[src/rtl/exec_sequencer_if.sv]
// Fetch and load/store bus handshake bundle between the sequencer and the IFU/LSU.
// The master side issues requests; the slave side grants, completes and reports errors.
interface exec_sequencer_if;
    logic o_ifu_req;
    logic i_ifu_gnt;
    logic i_ifu_rvalid;
    logic o_lsu_req;
    logic i_lsu_gnt;
    logic i_lsu_done;
    logic i_bus_err;

    modport master (
        output o_ifu_req,
        output o_lsu_req,
        input  i_ifu_gnt,
        input  i_ifu_rvalid,
        input  i_lsu_gnt,
        input  i_lsu_done,
        input  i_bus_err
    );

    modport slave (
        input  o_ifu_req,
        input  o_lsu_req,
        output i_ifu_gnt,
        output i_ifu_rvalid,
        output i_lsu_gnt,
        output i_lsu_done,
        output i_bus_err
    );
endinterface

[src/rtl/exec_sequencer.sv]
// Multi-cycle instruction sequencer: fetch, execute, memory and writeback stepping
// with a bus watchdog, halt-on-ebreak and a retired-instruction counter.
module exec_sequencer #(
    parameter int CPU_Width = 32,
    parameter int TIMEOUT   = 255
) (
    input  logic                 clk,
    input  logic                 rst,
    exec_sequencer_if.master     bus,
    input  logic                 i_idu_is_load,
    input  logic                 i_idu_is_store,
    input  logic                 i_idu_ebreak,
    input  logic                 i_idu_rd_wen,
    output logic                 o_inst_wen,
    output logic                 o_rf_wen,
    output logic                 o_npc_wen,
    output logic                 o_halt,
    output logic                 o_bus_err,
    output logic [CPU_Width-1:0] o_retire_cnt,
    output logic [2:0]           o_state
);

    typedef enum logic [2:0] {
        IF_REQ   = 3'd0,
        IF_WAIT  = 3'd1,
        EXEC     = 3'd2,
        MEM_REQ  = 3'd3,
        MEM_WAIT = 3'd4,
        WB       = 3'd5,
        HALT     = 3'd6,
        ERR      = 3'd7
    } state_t;

    localparam logic [15:0] WD_LIMIT = 16'(TIMEOUT - 1);

    state_t      state;
    state_t      state_next;
    state_t      nominal_next;
    logic        in_wait;
    logic [15:0] wd_cnt;
    logic [15:0] wd_next;
    logic        store_q;
    logic        rd_wen_q;

    always_ff @(posedge clk or negedge rst) begin
        if (!rst) begin
            state        <= IF_REQ;
            wd_cnt       <= '0;
            store_q      <= 1'b0;
            rd_wen_q     <= 1'b0;
            o_retire_cnt <= '0;
        end else begin
            state  <= state_next;
            wd_cnt <= wd_next;
            if (state == EXEC) begin
                store_q  <= i_idu_is_store;
                rd_wen_q <= i_idu_rd_wen;
            end
            if (state == WB) begin
                o_retire_cnt <= o_retire_cnt + CPU_Width'(1);
            end
        end
    end

    // Bus errors beat everything; a timeout only fires when no handshake moves us on.
    always_comb begin
        nominal_next = state;
        case (state)
            IF_REQ:   if (bus.i_ifu_gnt)    nominal_next = IF_WAIT;
            IF_WAIT:  if (bus.i_ifu_rvalid) nominal_next = EXEC;
            EXEC: begin
                if (i_idu_ebreak)                         nominal_next = HALT;
                else if (i_idu_is_load || i_idu_is_store) nominal_next = MEM_REQ;
                else                                      nominal_next = WB;
            end
            MEM_REQ:  if (bus.i_lsu_gnt)    nominal_next = MEM_WAIT;
            MEM_WAIT: if (bus.i_lsu_done)   nominal_next = WB;
            WB:       nominal_next = IF_REQ;
            default:  nominal_next = state;
        endcase

        in_wait = (state == IF_REQ) || (state == IF_WAIT) ||
                  (state == MEM_REQ) || (state == MEM_WAIT);

        state_next = nominal_next;
        if (in_wait && bus.i_bus_err) begin
            state_next = ERR;
        end else if (in_wait && (nominal_next == state) && (wd_cnt == WD_LIMIT)) begin
            state_next = ERR;
        end

        wd_next = '0;
        if (in_wait && (state_next == state)) begin
            wd_next = wd_cnt + 16'd1;
        end
    end

    assign bus.o_ifu_req = (state == IF_REQ);
    assign bus.o_lsu_req = (state == MEM_REQ);
    assign o_inst_wen    = (state == IF_WAIT) && bus.i_ifu_rvalid;
    assign o_npc_wen     = (state == WB);
    assign o_rf_wen      = (state == WB) && rd_wen_q && !store_q;
    assign o_halt        = (state == HALT);
    assign o_bus_err     = (state == ERR);
    assign o_state       = state;

endmodule

[src/flat_wrapper.sv]
// flat-port wrapper written by rule: the top's interface ports become plain ports
module exec_sequencer_flat 
#(
    parameter int CPU_Width = 32,
    parameter int TIMEOUT   = 255
)
  (clk, rst, i_idu_is_load, i_idu_is_store, i_idu_ebreak, i_idu_rd_wen, o_inst_wen, o_rf_wen, o_npc_wen, o_halt, o_bus_err, o_retire_cnt, o_state, bus_o_ifu_req, bus_o_lsu_req, bus_i_ifu_gnt, bus_i_ifu_rvalid, bus_i_lsu_gnt, bus_i_lsu_done, bus_i_bus_err);
  exec_sequencer_if bus_i ();
  input  logic clk;
  input  logic rst;
  input  logic i_idu_is_load;
  input  logic i_idu_is_store;
  input  logic i_idu_ebreak;
  input  logic i_idu_rd_wen;
  output logic o_inst_wen;
  output logic o_rf_wen;
  output logic o_npc_wen;
  output logic o_halt;
  output logic o_bus_err;
  output logic [CPU_Width-1:0] o_retire_cnt;
  output logic [2:0] o_state;
  output wire logic [$bits(bus_i.o_ifu_req)-1:0] bus_o_ifu_req;
  output wire logic [$bits(bus_i.o_lsu_req)-1:0] bus_o_lsu_req;
  input wire logic [$bits(bus_i.i_ifu_gnt)-1:0] bus_i_ifu_gnt;
  input wire logic [$bits(bus_i.i_ifu_rvalid)-1:0] bus_i_ifu_rvalid;
  input wire logic [$bits(bus_i.i_lsu_gnt)-1:0] bus_i_lsu_gnt;
  input wire logic [$bits(bus_i.i_lsu_done)-1:0] bus_i_lsu_done;
  input wire logic [$bits(bus_i.i_bus_err)-1:0] bus_i_bus_err;
  assign bus_o_ifu_req = bus_i.o_ifu_req;
  assign bus_o_lsu_req = bus_i.o_lsu_req;
  assign bus_i.i_ifu_gnt = bus_i_ifu_gnt;
  assign bus_i.i_ifu_rvalid = bus_i_ifu_rvalid;
  assign bus_i.i_lsu_gnt = bus_i_lsu_gnt;
  assign bus_i.i_lsu_done = bus_i_lsu_done;
  assign bus_i.i_bus_err = bus_i_bus_err;
  exec_sequencer #(.CPU_Width(CPU_Width), .TIMEOUT(TIMEOUT)) u_core (.clk(clk), .rst(rst), .bus(bus_i), .i_idu_is_load(i_idu_is_load), .i_idu_is_store(i_idu_is_store), .i_idu_ebreak(i_idu_ebreak), .i_idu_rd_wen(i_idu_rd_wen), .o_inst_wen(o_inst_wen), .o_rf_wen(o_rf_wen), .o_npc_wen(o_npc_wen), .o_halt(o_halt), .o_bus_err(o_bus_err), .o_retire_cnt(o_retire_cnt), .o_state(o_state));
endmodule
[config.mk]
export PLATFORM = sky130hd
export DESIGN_NAME = exec_sequencer_flat
export DESIGN_NICKNAME = d
export VERILOG_FILES = /design/src/rtl/exec_sequencer_if.sv /design/src/rtl/exec_sequencer.sv /design/src/flat_wrapper.sv
export SDC_FILE = /design/constraint.sdc
export NUM_CORES = 1
export LEC_CHECK = 0
export BUFFER_PORTS_ARGS = -buffer_cell sky130_fd_sc_hd__buf_4
export CAP_MARGIN = 10
export CORE_AREA = 4 4 81 98
export CTS_CLUSTER_SIZE = 25
export DETAILED_ROUTE_END_ITERATION = 10
export DIE_AREA = 0 0 85 102
export GPL_TIMING_DRIVEN = 0
export PLACE_DENSITY = 0.64
export SETUP_SLACK_MARGIN = 0.3
export SLEW_MARGIN = 20
export SYNTH_ARGS = -nofsm -noshare
export SYNTH_HDL_FRONTEND = slang
export SYNTH_SLANG_ARGS = --single-unit
[constraint.sdc]
create_clock -name clk -period 2.3 [get_ports clk]
set_input_delay 0 -clock clk [delete_from_list [all_inputs] [get_ports clk]]
set_output_delay 0 -clock clk [all_outputs]
set_load 0.02 [all_outputs]
==> run metrics, run 1 <==
CORE AREA 7100 sq um; fill cell count 644; ANT cells 0; Root Driver clkbuf_8; final setup TNS 0 ns; row count 34; 1st-iter DRT viols 63; worst slew pin tran 0.663 ns; post-synthesis net count 272; Routed Antenna Nets 0; fin crit period 1.87 ns; layout cell share with drive strength beyond 1 29.5%; worst setup path startpoint u_core.o_state[1]; CTS Buf Count 5; H-Tree Depth 2; Avg Inst Size Synth 11.1 sq um; initial core utilization 40.3%; Tcrit/Tclk final 81.4%; Final Cell Area 3530 sq um; EDFF count, synth 0; GRT Util Overall 14.3%; DRC 0; Seq cells post-synth 53; Async SR Flop Fraction 100%; Hold Startpoint bus_i_lsu_gnt; GRT overflow 0; TritonCTS Sinks 53; initial antenna violation count 0; drt via density 5.30; final setup fails 0; largest net degree at the start of global routing 54; placer congestion estimate 0.759; Worst EP required 2.53 ns; clk slew on worst S/H paths 0.10 ns; Synth warnings 0; die width 85 microns; first-pass GRT wire length 10100 microns; I/O Pins 53; wirelength, routed 5910 microns; Synth cell types 47; critical path class flop to flop; hold crit path type primary input to flop; Die Footprint 8670 sq um; CP startpoint kind flop; nets@finish 335; CTS tree yes; Resize count post-CTS 0; Most used DFF post-synth dfrtp_1; post-route clock skew 0.0117 ns; Clock Tree Buf Depth 2; Max FO, Critical Path 10; Max Clock Freq 534 MHz; Avg WL per Cell 14.3 microns; FF-to-FF Start u_core.o_state[1]; outcome completed; Max-Cap Viols 0; crit path DAT 2.10 ns; Peak VDD IR 0.000539 V; PortBufs 52; Tot Pwr 2.88 mW; HPWL after detailed placement 4210 microns; Post-Syn Instances 258; routed via count 2185; slew margin rel. 55.8%; CP endpoint kind flop; endpoints failing hold 0; number of global-route vias before repair 2136; TritonRoute pass-1 iters 4; placed cell area 3360 sq um; P&R area growth vs syn 23.6%; Die Y 102 microns; Cell Pwr Density 814 nW/um^2; Max Slew Vio Count 0; worst skew pair latency 0.31 ns; static leakage 1.59 nW; RSZ-0062 raised after global routing no; sequential area share after synthesis 46.4%; post-synth design cell area 2860 sq um
sequential cells by signal, indices dropped and copies added (netlist names):
register             cells
u_core.o_state           3
u_core.rd_wen_q          1
u_core.wd_cnt           16
u_core.o_retire_cnt     32
u_core.store_q           1
through the flow:
step / hold WS [ns] / util, % / setup slack, ns / std cells
finish: 0.0682 / 49.8 / 0.428 / 412
global route: 0.0791 / 49.8 / 0.311 / 412
CTS: 0.0545 / 49.6 / 0.422 / 411
detailed placement: 0.0930 / 47.3 / 0.446 / 400
global placement: 0.0925 / 47.3 / 0.449 / 400
floorplan: -0.296 / - / 0.529 / 258
synth_stat cells (4+ instances only):
cell	n	area share, %
a21oi_1	6	1.0
and2_1	4	0.87
and4_1	5	1.5
buf_6	6	2.4
dfrtp_1	53	46
inv_1	6	0.79
nand2_1	11	1.4
nand3_1	21	3.7
nand4_1	16	3.5
nor2_1	15	2.0
nor3_1	6	1.0
nor4_2	10	4.4
or4_1	4	1.0
xnor2_1	28	8.6
xor2_1	14	4.3
path summary, 6_finish.rpt:
| check | end | slack [ns] | depth (start not counted) |
|---|---|---|---|
| min in group asynchronous | u_core.o_retire_cnt[17] | 0.27 | 2 |
| max in group asynchronous | u_core.o_state[0] | 1.59 | 2 |
| setup reg to reg | u_core.wd_cnt[13] | 0.43 | 5 |
| hold reg to reg | u_core.o_retire_cnt[31] | 0.49 | 1 |
| hold / removal | u_core.o_state[2] | 0.07 | 4 |
| setup / recovery | u_core.wd_cnt[13] | 0.43 | 5 |
cells by family after synthesis:
| kind of cell | share of synthesized area (%) |
|---|---|
| AND/OR/NAND/NOR | 28.9 |
| flip-flops | 46.4 |
| XOR/XNOR | 12.9 |
| AO/OA/AOI/OAI | 4.94 |
| buffers and inverters | 3.72 |
| multiplexers | 1.88 |
| adder cells (fa/ha/maj) | 1.31 |
final cells by class:
type	instances	area, sq um	area share (%)
inverters	6	22.5	0.637
clock inverters	3	65.1	1.84
repair buffers	56	428	12.1
multi-input cells	189	1430	40.4
plain buffers	10	83.8	2.37
flip-flops and latches	53	1330	37.5
well taps	90	113	3.19
clock buffers	5	68.8	1.95
routing by layer:
layer | global-route usage [%] | vias up | routed length (microns)
met5 | 0 | - | 0
met4 | 3.90 | 0 | 34
met3 | 3.23 | 3 | 251
met2 | 24.9 | 48 | 3020
met1 | 18.0 | 1074 | 2600
li1 | - | 1060 | -
cells in the final DEF, fill, tap and decap left out, types with 6 or more instances in the layout:
master,instances
buf_4,53
nand3_1,21
nor3_1,6
dfrtp_1,53
buf_6,6
nor2_1,15
nand2_1,11
xor2_1,14
a21oi_1,6
nand4_1,16
nor4_2,10
xnor2_1,28
inv_1,6
critical path: stages (launching register included):
cell      delay, ns
dfrtp_1        0.47
buf_6          0.18
or4_4          0.53
o211ai_2       0.12
nand3b_1       0.28
a21oi_1        0.22
timing repair:
| item | CTS | global route |
|---|---|---|
| hold buffers | 3 | 0 |
| hold endpoints to repair | 55 | 0 |
| buffers inserted | 0 | 1 |
| setup endpoints to repair | 0 | 4 |
power breakdown:
part | switching (mW) | internal, mW
sequential | 0.111 | 1.02
clock | 0.314 | 0.432
combinational | 0.569 | 0.430
total | 0.994 | 1.88
Power figures use the tool's default switching activity.
==> run 2, diff against run 1 <==
- clock period: 2.3 -> 1.8 ns (I/O delays scaled with it)
==> run 2 against run 1 <==
  * Die area unchanged
  * Flip-flop and latch count did not move
  * Register-to-register slack got worse by 0.42 ns
  * Wire length grew 11%
  * Hold slack lost 0.0034 ns
  * Critical path type unchanged
  * Maximum frequency rose by 4.5%
  * Combinational power grew 78%
==> run metrics, run 2 (synthesis results as in run 1) <==
CTS Buf Count 5 (unchanged); routed via count 2281 (+4.4%); I/O Pins 53 (unchanged); initial antenna violation count 0 (unchanged); GRT Util Overall 15.1% (+0.83 points); number of global-route vias before repair 2249 (+5.3%); slew margin rel. 54.3% (-1.5 points); Worst EP required 2.02 ns (-0.51 ns); Max FO, Critical Path 7 (-3); CP startpoint kind flop; Clock Tree Buf Depth 2 (unchanged); static leakage 1.76 nW (+11%); Avg WL per Cell 15.1 microns (+5.2%); layout cell share with drive strength beyond 1 45.9% (+16 points); row count 34 (unchanged); storage element area 1340 sq um (+0.85%); Setup WS post-layout 0.00810 ns (-0.420 ns); outcome completed; most common cell after layout, fill and taps aside buf_4; final setup TNS 0 ns (unchanged); Largest Register u_core.o_retire_cnt; worst slew pin tran 0.685 ns (+0.0221 ns); Largest register FFs 32 (unchanged); Root Driver clkbuf_8; CTS tree yes; hold slack 0.0647 ns (-0.00342 ns); PortBufs 52 (unchanged); Cell Pwr Density 998 nW/um^2 (+23%); Setup WS pre-CTS -0.0207 ns (-0.467 ns); Die Footprint 8670 sq um (unchanged); most frequent cells in the layout buf_4, dfrtp_1, xnor2_1, nand4_1; nets@finish 357 (+6.6%); Tcrit/Tclk final 99.6% (+18 points); post-route clock skew 0.0101 ns (-0.00160 ns); first-pass GRT wire length 10700 microns (+5.4%); ANT cells 0 (unchanged); Peak VDD IR 0.000867 V (+61%); Die Y 102 microns (unchanged); placed cell area 3440 sq um (+2.3%); Max Slew Vio Count 0 (unchanged); HPWL after detailed placement 4300 microns (+2.0%); Max Clock Freq 558 MHz (+4.5%); final setup fails 0 (unchanged); endpoints failing hold 0 (unchanged); H-Tree Depth 2 (unchanged); critical path class flop to flop; wirelength, routed 6550 microns (+11%); initial core utilization 40.3% (unchanged); clk slew on worst S/H paths 0.09 ns (about the same); fin crit period 1.79 ns (-0.0803 ns); crit path DAT 2.01 ns (-0.09 ns); TritonCTS Sinks 53 (unchanged); Final Cell Area 3960 sq um (+12%); P&R area growth vs syn 38.3%; hold crit path type primary input to flop; 1st-iter DRT viols 60 (-4.8%); Routed Antenna Nets 0 (unchanged); worst skew pair latency 0.30 ns (about the same); GRT overflow 0 (unchanged); RSZ-0062 raised after global routing yes; drt via density 5.26 (-0.90%); die width 85 microns (unchanged); CORE AREA 7100 sq um (unchanged); CP endpoint kind flop; largest net degree at the start of global routing 54 (unchanged); placer congestion estimate 0.780 (+2.8%); fill cell count 616 (-4.3%); Max-Cap Viols 0 (unchanged); area taken by multi-input logic gates 1650 sq um (+15%); DRC 0 (unchanged); TritonRoute pass-1 iters 4 (unchanged)
run 2: cell types whose count changed in the layout (fill, tap and decap cells not counted), moves of 3 or more:
cell and change:
dfrtp_2 +9, buf_6 +8, dfrtp_1 -9, nand3_2 +7, buf_4 +12, nand2_1 -3, xnor2_2 +3, nor4_1 -3
nand3_1 -9, xnor2_1 -3
run 2: worst max-delay path, cell delays in order, from the launching register on:
cell and delay, ns:
dfrtp_2 0.46, clkbuf_16 0.17, or4_4 0.52, o211ai_4 0.10
nand3b_1 0.26, a21oi_1 0.20
run 2: where the power goes:
part / total [mW] / leakage (nW) / switching (mW) / internal [mW]
Sequential: 1.49 / 0.708 / 0.176 / 1.32
Clock: 0.674 / 0.0374 / 0.399 / 0.275
Combinational: 1.78 / 1.01 / 0.885 / 0.894
Total: 3.95 / 1.76 / 1.46 / 2.49
run 2: final timing paths:
check / startpoint / endpoint / slack [ns] / depth (start not counted)
max: u_core.o_state[0] / u_core.wd_cnt[14] / 0.008 / 5
min: bus_i_bus_err / u_core.o_state[1] / 0.06 / 3
max reg2reg: u_core.o_state[0] / u_core.wd_cnt[14] / 0.008 / 5
min reg2reg: u_core.o_retire_cnt[30] / u_core.o_retire_cnt[30] / 0.50 / 1
max in group asynchronous: rst / u_core.o_retire_cnt[0] / 1.03 / 2
min in group asynchronous: rst / u_core.o_retire_cnt[6] / 0.27 / 2
run 2: through the flow:
stage,std cells,total power [mW],utilization [%]
2_1_floorplan,258,2.44,-
3_3_place_gp,400,2.85,48.5
3_5_place_dp,400,2.86,48.5
4_1_cts,427,3.77,52.6
5_1_grt,434,4.17,55.7
6_report,434,3.95,55.7
run 2: routing by layer:
layer	vias to the layer above	GRT usage (%)	part of all wire, %
met5	-	0	0
met4	0	4.14	1.1
met3	6	2.66	3.4
met2	43	26.5	52
met1	1133	19.3	43
li1	1099	-	-
run 2: timing repair:
action | in CTS | in global routing
setup buffers | 15 | 5
cloned | 1 | 2
hold buffers | 3 | 0
pin swaps | 7 | 12
resized for setup | 17 | 31
endpoints found under the hold margin | 55 | 0
endpoints found under the setup margin | 46 | 49
run 2: cell type report:
type	count	share of cell area [%]
Multi-Input combinational cell	189	41.6
Buffer	10	2.63
Clock buffer	6	1.83
Timing Repair Buffer	78	16.3
Sequential cell	53	33.8
Clock inverter	2	0.380
Tap cell	90	2.85
Inverter	6	0.569
